<file path="src/rtl/fp_div_pipe.sv">
`default_nettype none
// ============================================================================
// fp_div_pipe : fully pipelined IEEE-754 divider (a / b), RNE, subnormals, flags
// Revision    : 1.0
// ============================================================================
module fp_div_pipe #(
    parameter int EXP_W = 8,
    parameter int MAN_W = 23
) (
    input  logic                     clk,
    input  logic                     rst_n,
    input  logic                     in_valid,
    input  logic [EXP_W+MAN_W:0]     a,
    input  logic [EXP_W+MAN_W:0]     b,
    output logic                     out_valid,
    output logic [EXP_W+MAN_W:0]     result,
    output logic                     flag_invalid,
    output logic                     flag_div_zero,
    output logic                     flag_overflow,
    output logic                     flag_underflow,
    output logic                     flag_inexact
);
    localparam int W    = 1 + EXP_W + MAN_W;
    localparam int BIAS = (1 << (EXP_W - 1)) - 1;
    localparam int M    = MAN_W + 1;
    localparam int LAT  = M + 4;
    localparam int NS   = LAT - 2;
    localparam int EW   = EXP_W + 3;
    localparam int LZ_W = $clog2(M + 1);

    localparam logic [1:0] SP_NONE = 2'd0;
    localparam logic [1:0] SP_NAN  = 2'd1;
    localparam logic [1:0] SP_INF  = 2'd2;
    localparam logic [1:0] SP_ZERO = 2'd3;

    localparam logic [W-1:0] QNAN = {1'b0, {EXP_W{1'b1}}, 1'b1, {(MAN_W-1){1'b0}}};

    function automatic logic [LZ_W-1:0] f_lzc(input logic [M-1:0] v);
        logic [LZ_W-1:0] n;
        logic            found;
        n     = '0;
        found = 1'b0;
        for (int i = M - 1; i >= 0; i--) begin
            if (!found && !v[i]) n = n + LZ_W'(1);
            else                 found = 1'b1;
        end
        return n;
    endfunction

    // ---------------------------------------------------------------- unpack
    logic [EXP_W-1:0]      w_ea_f, w_eb_f;
    logic [MAN_W-1:0]      w_ma_f, w_mb_f;
    logic                  w_a_zero, w_a_inf, w_a_nan, w_a_snan;
    logic                  w_b_zero, w_b_inf, w_b_nan, w_b_snan;
    logic [M-1:0]          w_siga_raw, w_sigb_raw, w_siga, w_sigb;
    logic [LZ_W-1:0]       w_lza, w_lzb;
    logic [EW-1:0]         w_xa, w_xb;
    logic signed [EW-1:0]  w_e;
    logic                  w_sign;
    logic [1:0]            w_spec;
    logic                  w_finv, w_fdz;

    assign w_ea_f   = a[W-2 -: EXP_W];
    assign w_eb_f   = b[W-2 -: EXP_W];
    assign w_ma_f   = a[MAN_W-1:0];
    assign w_mb_f   = b[MAN_W-1:0];

    assign w_a_zero = (w_ea_f == '0) && (w_ma_f == '0);
    assign w_b_zero = (w_eb_f == '0) && (w_mb_f == '0);
    assign w_a_inf  = (w_ea_f == '1) && (w_ma_f == '0);
    assign w_b_inf  = (w_eb_f == '1) && (w_mb_f == '0);
    assign w_a_nan  = (w_ea_f == '1) && (w_ma_f != '0);
    assign w_b_nan  = (w_eb_f == '1) && (w_mb_f != '0);
    assign w_a_snan = w_a_nan && !w_ma_f[MAN_W-1];
    assign w_b_snan = w_b_nan && !w_mb_f[MAN_W-1];

    // Subnormals are normalised here so the divider always sees MSB-set operands
    assign w_siga_raw = {|w_ea_f, w_ma_f};
    assign w_sigb_raw = {|w_eb_f, w_mb_f};
    assign w_lza      = f_lzc(w_siga_raw);
    assign w_lzb      = f_lzc(w_sigb_raw);
    assign w_siga     = w_siga_raw << w_lza;
    assign w_sigb     = w_sigb_raw << w_lzb;
    assign w_xa       = (w_ea_f == '0) ? (EW'(1) - EW'(w_lza)) : EW'(w_ea_f);
    assign w_xb       = (w_eb_f == '0) ? (EW'(1) - EW'(w_lzb)) : EW'(w_eb_f);
    assign w_e        = w_xa - w_xb + EW'(BIAS);
    assign w_sign     = a[W-1] ^ b[W-1];

    always_comb begin
        w_spec = SP_NONE;
        w_finv = 1'b0;
        w_fdz  = 1'b0;
        if (w_a_nan || w_b_nan || (w_a_zero && w_b_zero) || (w_a_inf && w_b_inf)) begin
            w_spec = SP_NAN;
            w_finv = w_a_snan || w_b_snan || (w_a_zero && w_b_zero) || (w_a_inf && w_b_inf);
        end else if (w_a_inf || w_b_zero) begin
            w_spec = SP_INF;
            w_fdz  = w_b_zero && !w_a_inf && !w_a_zero;
        end else if (w_a_zero || w_b_inf) begin
            w_spec = SP_ZERO;
        end
    end

    // -------------------------------------------------------- pipeline state
    logic [NS:0]           r_vld;
    logic [NS:0]           r_sign;
    logic [NS:0]           r_finv;
    logic [NS:0]           r_fdz;
    logic [1:0]            r_spec [0:NS];
    logic signed [EW-1:0]  r_exp  [0:NS];
    logic [M-1:0]          r_sigb [0:NS-1];
    logic [M:0]            r_rem  [0:NS];
    logic [M+1:0]          r_q    [0:NS];

    // ------------------------------------------- restoring divider, 1 bit/stage
    logic [M:0]            w_d    [1:NS];
    logic [M:0]            w_rem  [1:NS];
    logic [M+1:0]          w_q    [1:NS];
    logic [NS:1]           w_qbit;

    always_comb begin
        for (int j = 1; j <= NS; j++) begin
            w_d[j]         = (j == 1) ? r_rem[0] : {r_rem[j-1][M-1:0], 1'b0};
            w_qbit[j]      = (w_d[j] >= {1'b0, r_sigb[j-1]});
            w_rem[j]       = w_qbit[j] ? (w_d[j] - {1'b0, r_sigb[j-1]}) : w_d[j];
            w_q[j]         = r_q[j-1];
            w_q[j][NS - j] = w_qbit[j];
        end
    end

    always_ff @(posedge clk) begin
        if (!rst_n) r_vld <= '0;
        else        r_vld <= {r_vld[NS-1:0], in_valid};
    end

    always_ff @(posedge clk) begin
        r_sign    <= {r_sign[NS-1:0], w_sign};
        r_finv    <= {r_finv[NS-1:0], w_finv};
        r_fdz     <= {r_fdz[NS-1:0], w_fdz};
        r_spec[0] <= w_spec;
        r_exp[0]  <= w_e;
        r_sigb[0] <= w_sigb;
        r_rem[0]  <= {1'b0, w_siga};
        r_q[0]    <= '0;
        for (int j = 1; j <= NS; j++) begin
            r_spec[j] <= r_spec[j-1];
            r_exp[j]  <= r_exp[j-1];
            r_rem[j]  <= w_rem[j];
            r_q[j]    <= w_q[j];
        end
        for (int j = 1; j < NS; j++) begin
            r_sigb[j] <= r_sigb[j-1];
        end
    end

    // ------------------------------------------ normalise, round and pack
    logic [M+1:0]          w_fq;
    logic [M+1:0]          w_ext0, w_ext;
    logic signed [EW-1:0]  w_e1;
    logic                  w_tiny;
    logic [EW-1:0]         w_shamt;
    logic                  w_stk, w_g, w_st, w_up, w_inex, w_ovf;
    logic [M:0]            w_sum;
    logic [EW-1:0]         w_ef;
    logic [W-1:0]          w_res;
    logic [4:0]            w_flags;

    assign w_fq = r_q[NS];

    always_comb begin
        if (w_fq[M+1]) begin
            w_ext0 = w_fq;
            w_e1   = r_exp[NS];
        end else begin
            w_ext0 = {w_fq[M:0], 1'b0};
            w_e1   = r_exp[NS] - EW'(1);
        end
        w_tiny  = w_e1[EW-1] || (w_e1 == '0);
        w_shamt = '0;
        if (w_tiny) begin
            w_shamt = EW'(1) - w_e1;
            if (w_shamt > EW'(M + 2)) w_shamt = EW'(M + 2);
        end
        w_ext = w_ext0 >> w_shamt;
        // Any bit lost by the denormalising shift shows up when shifting back
        w_stk = (|r_rem[NS]) || ((w_ext << w_shamt) != w_ext0);
        w_g    = w_ext[1];
        w_st   = w_ext[0] || w_stk;
        w_up   = w_g && (w_st || w_ext[2]);
        w_sum  = {1'b0, w_ext[M+1:2]} + (M+1)'(w_up);
        w_inex = w_g || w_st;
        if (w_tiny) w_ef = {{(EW-1){1'b0}}, w_sum[M-1]};
        else        w_ef = w_e1 + EW'(w_sum[M]);
        w_ovf  = !w_tiny && (w_ef >= EW'((1 << EXP_W) - 1));

        w_res   = {r_sign[NS], w_ef[EXP_W-1:0], w_sum[MAN_W-1:0]};
        w_flags = {3'b000, w_tiny && w_inex, w_inex};
        if (w_ovf) begin
            w_res   = {r_sign[NS], {EXP_W{1'b1}}, {MAN_W{1'b0}}};
            w_flags = 5'b00101;
        end
        case (r_spec[NS])
            SP_NAN: begin
                w_res   = QNAN;
                w_flags = {r_finv[NS], 4'b0000};
            end
            SP_INF: begin
                w_res   = {r_sign[NS], {EXP_W{1'b1}}, {MAN_W{1'b0}}};
                w_flags = {1'b0, r_fdz[NS], 3'b000};
            end
            SP_ZERO: begin
                w_res   = {r_sign[NS], {(W-1){1'b0}}};
                w_flags = 5'b00000;
            end
            default: ;
        endcase
    end

    always_ff @(posedge clk) begin
        if (!rst_n) begin
            out_valid      <= 1'b0;
            result         <= '0;
            flag_invalid   <= 1'b0;
            flag_div_zero  <= 1'b0;
            flag_overflow  <= 1'b0;
            flag_underflow <= 1'b0;
            flag_inexact   <= 1'b0;
        end else begin
            out_valid <= r_vld[NS];
            if (r_vld[NS]) begin
                result         <= w_res;
                flag_invalid   <= w_flags[4];
                flag_div_zero  <= w_flags[3];
                flag_overflow  <= w_flags[2];
                flag_underflow <= w_flags[1];
                flag_inexact   <= w_flags[0];
            end
        end
    end

endmodule
`default_nettype wire
</file>
<file path="config.mk">
export PLATFORM = sky130hd
export DESIGN_NAME = fp_div_pipe
export DESIGN_NICKNAME = d
export VERILOG_FILES = /design/src/rtl/fp_div_pipe.sv
export SDC_FILE = /design/constraint.sdc
export NUM_CORES = 2
export LEC_CHECK = 0
export BUFFER_PORTS_ARGS = -buffer_cell sky130_fd_sc_hd__buf_2
export CORE_AREA = 2 2 435 329
export CTS_BUF_LIST = sky130_fd_sc_hd__clkbuf_4 sky130_fd_sc_hd__clkbuf_8
export DETAILED_ROUTE_END_ITERATION = 10
export DIE_AREA = 0 0 437 331
export PLACE_DENSITY_LB_ADDON = 0.3
export SYNTH_ARGS = -nofsm -noshare
export SYNTH_HDL_FRONTEND = slang
export SYNTH_SLANG_ARGS = --single-unit
</file>
<file path="constraint.sdc">
create_clock -name clk -period 15.9 [get_ports clk]
set_input_delay 0.795 -clock clk [delete_from_list [all_inputs] [get_ports clk]]
set_output_delay 0.795 -clock clk [all_outputs]
set_load 0.1 [all_outputs]
</file>
==> flow_summary.yaml <==
die:
  coreArea_mm2: 0.140
  io_pins: 105
  die_y_um: 331
  die_area_mm2: 0.145
  placementRows: 119
  die_w_um: 437
  initial_core_util_pct: 64.9
setup_path:
  r2r_setup_slack_ns: 4.97
  slowest_stage: "a2111oi_0"
  r2r_cells: 30
  crit_family: "compound AO/OA/AOI/OAI gates"
  cp_common_cell: "ha_1"
  r2r-start: "r_exp[1][110]"
  cp.depth: 64
  cp-start-kind: "input port"
  crit_end: "r_exp[0][10]"
  required_ns: 16.82
  crit_buf_inv: 4
  critPathLaunch: "b[26]"
  slowest_delay_ns: 0.86
  cp.arrival_ns: 13.91
  critPathMaxFanout: 13
  r2r_end: "result[0]"
  end_kind: "flip-flop"
  critical_path_class: "in -> reg"
routing:
  detail-route-antenna-nets: 0
  wl_per_cell_um: 19.4
  via_count: 68900
  drt_iter0_drc: 6175
  viasPerCell: 5.76
  drtPass1Iterations: 8
  drcViolationCount: 0
  wl_um: 232000
cts:
  clk_pin_slew_ns: 0.06
  cts_resized: 0
  clockRootBuffer: "clkbuf_8"
  htree_levels: 5
  clock_latency_ns: 1.05
  cts.path.max_buffers: 4
  post_cts.repair.setup_buffers: 0
  cts_sinks: 2121
  cts_tree: "yes"
  cts_buffers: 316
  cts_hold_buf: 1
final_layout:
  nFillCells: 10100
  layout.cells.non_filler: 12000
  final_cell_mix: "2120 x dfxtp_1, 1093 x inv_1, 738 x nor2_1, 696 x ha_1, 633 x o21ai_0"
  syn2layout_area_growth_pct: 10.0
  final_core_util_pct: 71.4
  design_area_mm2: 0.0999
  final_common_cell: "dfxtp_1"
  nets: 10700
  drive_above_1_share_pct: 11.2
yosys:
  synth_fa_ha_area_share_pct: 10.3
  syn_area_per_cell_um2: 9.45
  synth_edf_count: 0
  synth_top_family_by_area: "compound AO/OA/AOI/OAI gates"
  syn_area_mm2: 0.0908
  yosysUniqueCellTypes: 121
  ys_dominant_reg_cell: "dfxtp_1"
  yosys_register_bits: 2121
  synthMuxAreaShare_pct: 5.69
  async_flop_share_pct: 0
  synth_cells: 9606
  yosys_warnings: 0
  synth_nets: 10400
  synth_compound_gate_area_share_pct: 14.0
  synthSimpleGateAreaFrac_pct: 12.9
  synth-seq-area-share_pct: 46.8
  synth_xor_area_share_pct: 4.80
timing:
  setup_tns_ns: 0
  skew_ns: 0.0947
  timing.final.crit_period_ns: 12.99
  hold_viol_final: 0
  drv_slew: 0
  fmax_mhz: 77.0
  slew_headroom_pct: 7.67
  worst_pin_slew_ns: 1.38
  rsz0062_at_grt: "false"
  min_period_over_period_pct: 81.7
  setup_viol: 0
min_path:
  holdPathStages: 2
  hold_class: "in -> reg"
run_status:
  outcome: "finished, final reports clean"
power_and_ir_drop:
  total_power_mw: 20.8
  p_leak_nw: 46.0
  powerDensity_mw_per_mm2: 209
  ir_drop_mv: 0.187
placement:
  port_buffers: 104
  place_area_mm2: 0.0932
  finalWeightedCongestion: 0.990
  post-place-cells: 11400
  hpwl_um: 174000
global_route:
  grt_pass1_wl_um: 363000
  first_global_vias: 67500
  grt_start_max_net_pins: 48
  track_usage_pct: 31.4
  gr-total-overflow: 0
  antenna_found_initial: 9
flow_run:
  drv_cap: 0
kinds of logic (layout without fill, tap and decap cells):
kind of cell | after synthesis | after routing
muxes | 473 | 473
DFF | 2121 | 2121
other | 0 | 5
buffers and inverters | 1318 | 1793
and+or+nand+nor | 2432 | 2432
xor gates and xnor gates | 482 | 482
AOI/OAI and AO/OA | 2049 | 2049
adders and majority gates | 731 | 731
sequential cells by signal (all words and copies together) (netlist names), 27 cells and up:
| name | flops |
|---|---|
| r_finv | 27 |
| result | 32 |
| r_sign | 27 |
| r_spec | 54 |
| r_exp | 297 |
| r_fdz | 27 |
| r_q | 351 |
| r_sigb | 624 |
| r_vld | 27 |
| r_rem | 649 |
worst register-to-register path: cells and delay by family, from the launching register on:
kind	cells	cell delay [ns]
and+or+nand+nor	16	5.77
adders and majority gates	2	0.50
buffers and inverters	3	0.95
xor gates and xnor gates	3	1.36
DFF	1	0.40
AOI/OAI and AO/OA	6	1.89
stage by stage:
step | hold slack (ns) | setup slack, ns
detailed placement | 0.312 | 2.28
floorplan | 0.310 | 3.80
finish | 0.104 | 2.91
global placement | 0.310 | 2.29
CTS | 0.0197 | 3.27
global route | 0.0665 | 2.11
final cells by class:
| type | count | area (um2) | share of cell area [%] |
|---|---|---|---|
| sequential | 2121 | 42500 | 42.5 |
| multi-input combinational | 6167 | 43300 | 43.4 |
| inverter | 1096 | 4110 | 4.12 |
| clock buffer | 472 | 5980 | 5.98 |
| clock inverter | 65 | 711 | 0.711 |
| antenna | 5 | 12.5 | 0.0125 |
| timing repair buffer | 160 | 943 | 0.944 |
| tap | 1875 | 2350 | 2.35 |
worst min path at each step:
stage	start	end	slack, ns
global placement	r_exp[1][74]	r_exp[1][85]	0.31
CTS	a[31]	r_sign[0]	0.02
finish	a[31]	r_sign[0]	0.10
floorplan	r_exp[0][89]	r_exp[0][100]	0.31
global route	b[31]	r_sign[0]	0.07
detailed placement	r_q[1][191]	r_q[1][217]	0.31
cell usage after synthesis, types with 38 or more instances:
cell / count / area share (%)
nand2_1: 631 / 2.6
nor2_1: 738 / 3.1
or3_1: 61 / 0.42
a21boi_0: 137 / 1.1
clkbuf_1: 169 / 0.70
o211ai_1: 38 / 0.31
mux2i_1: 150 / 1.7
mux2_2: 320 / 4.0
o21ai_0: 633 / 3.5
nor3_1: 208 / 1.1
nor2b_1: 86 / 0.59
xnor2_1: 304 / 2.9
nand2b_1: 96 / 0.66
o21a_1: 48 / 0.40
nand3_1: 122 / 0.67
xor2_1: 163 / 1.6
a21o_1: 139 / 1.1
ha_1: 696 / 9.6
dfxtp_1: 2121 / 47
a21oi_1: 587 / 3.2
inv_1: 1093 / 4.5
and3_1: 84 / 0.58
and2_1: 89 / 0.61
o31ai_1: 90 / 0.74
a211oi_1: 63 / 0.52
nand4_1: 159 / 1.1
layer usage:
metal	wire length, um	global-route usage (%)	share of wire (%)
met5	13	0	0.0056
met4	5050	8.40	2.2
met3	18300	6.41	7.9
met2	104000	50.8	45
met1	104000	42.9	45
report_power, final:
group	internal [mW]	leakage (nW)	switching, mW
clock	2.62	3.53	2.02
sequential	6.90	17.8	0.809
combinational	3.65	24.6	4.85
total	13.2	46.0	7.69
Note: power is estimated with default switching activity, not from simulation.
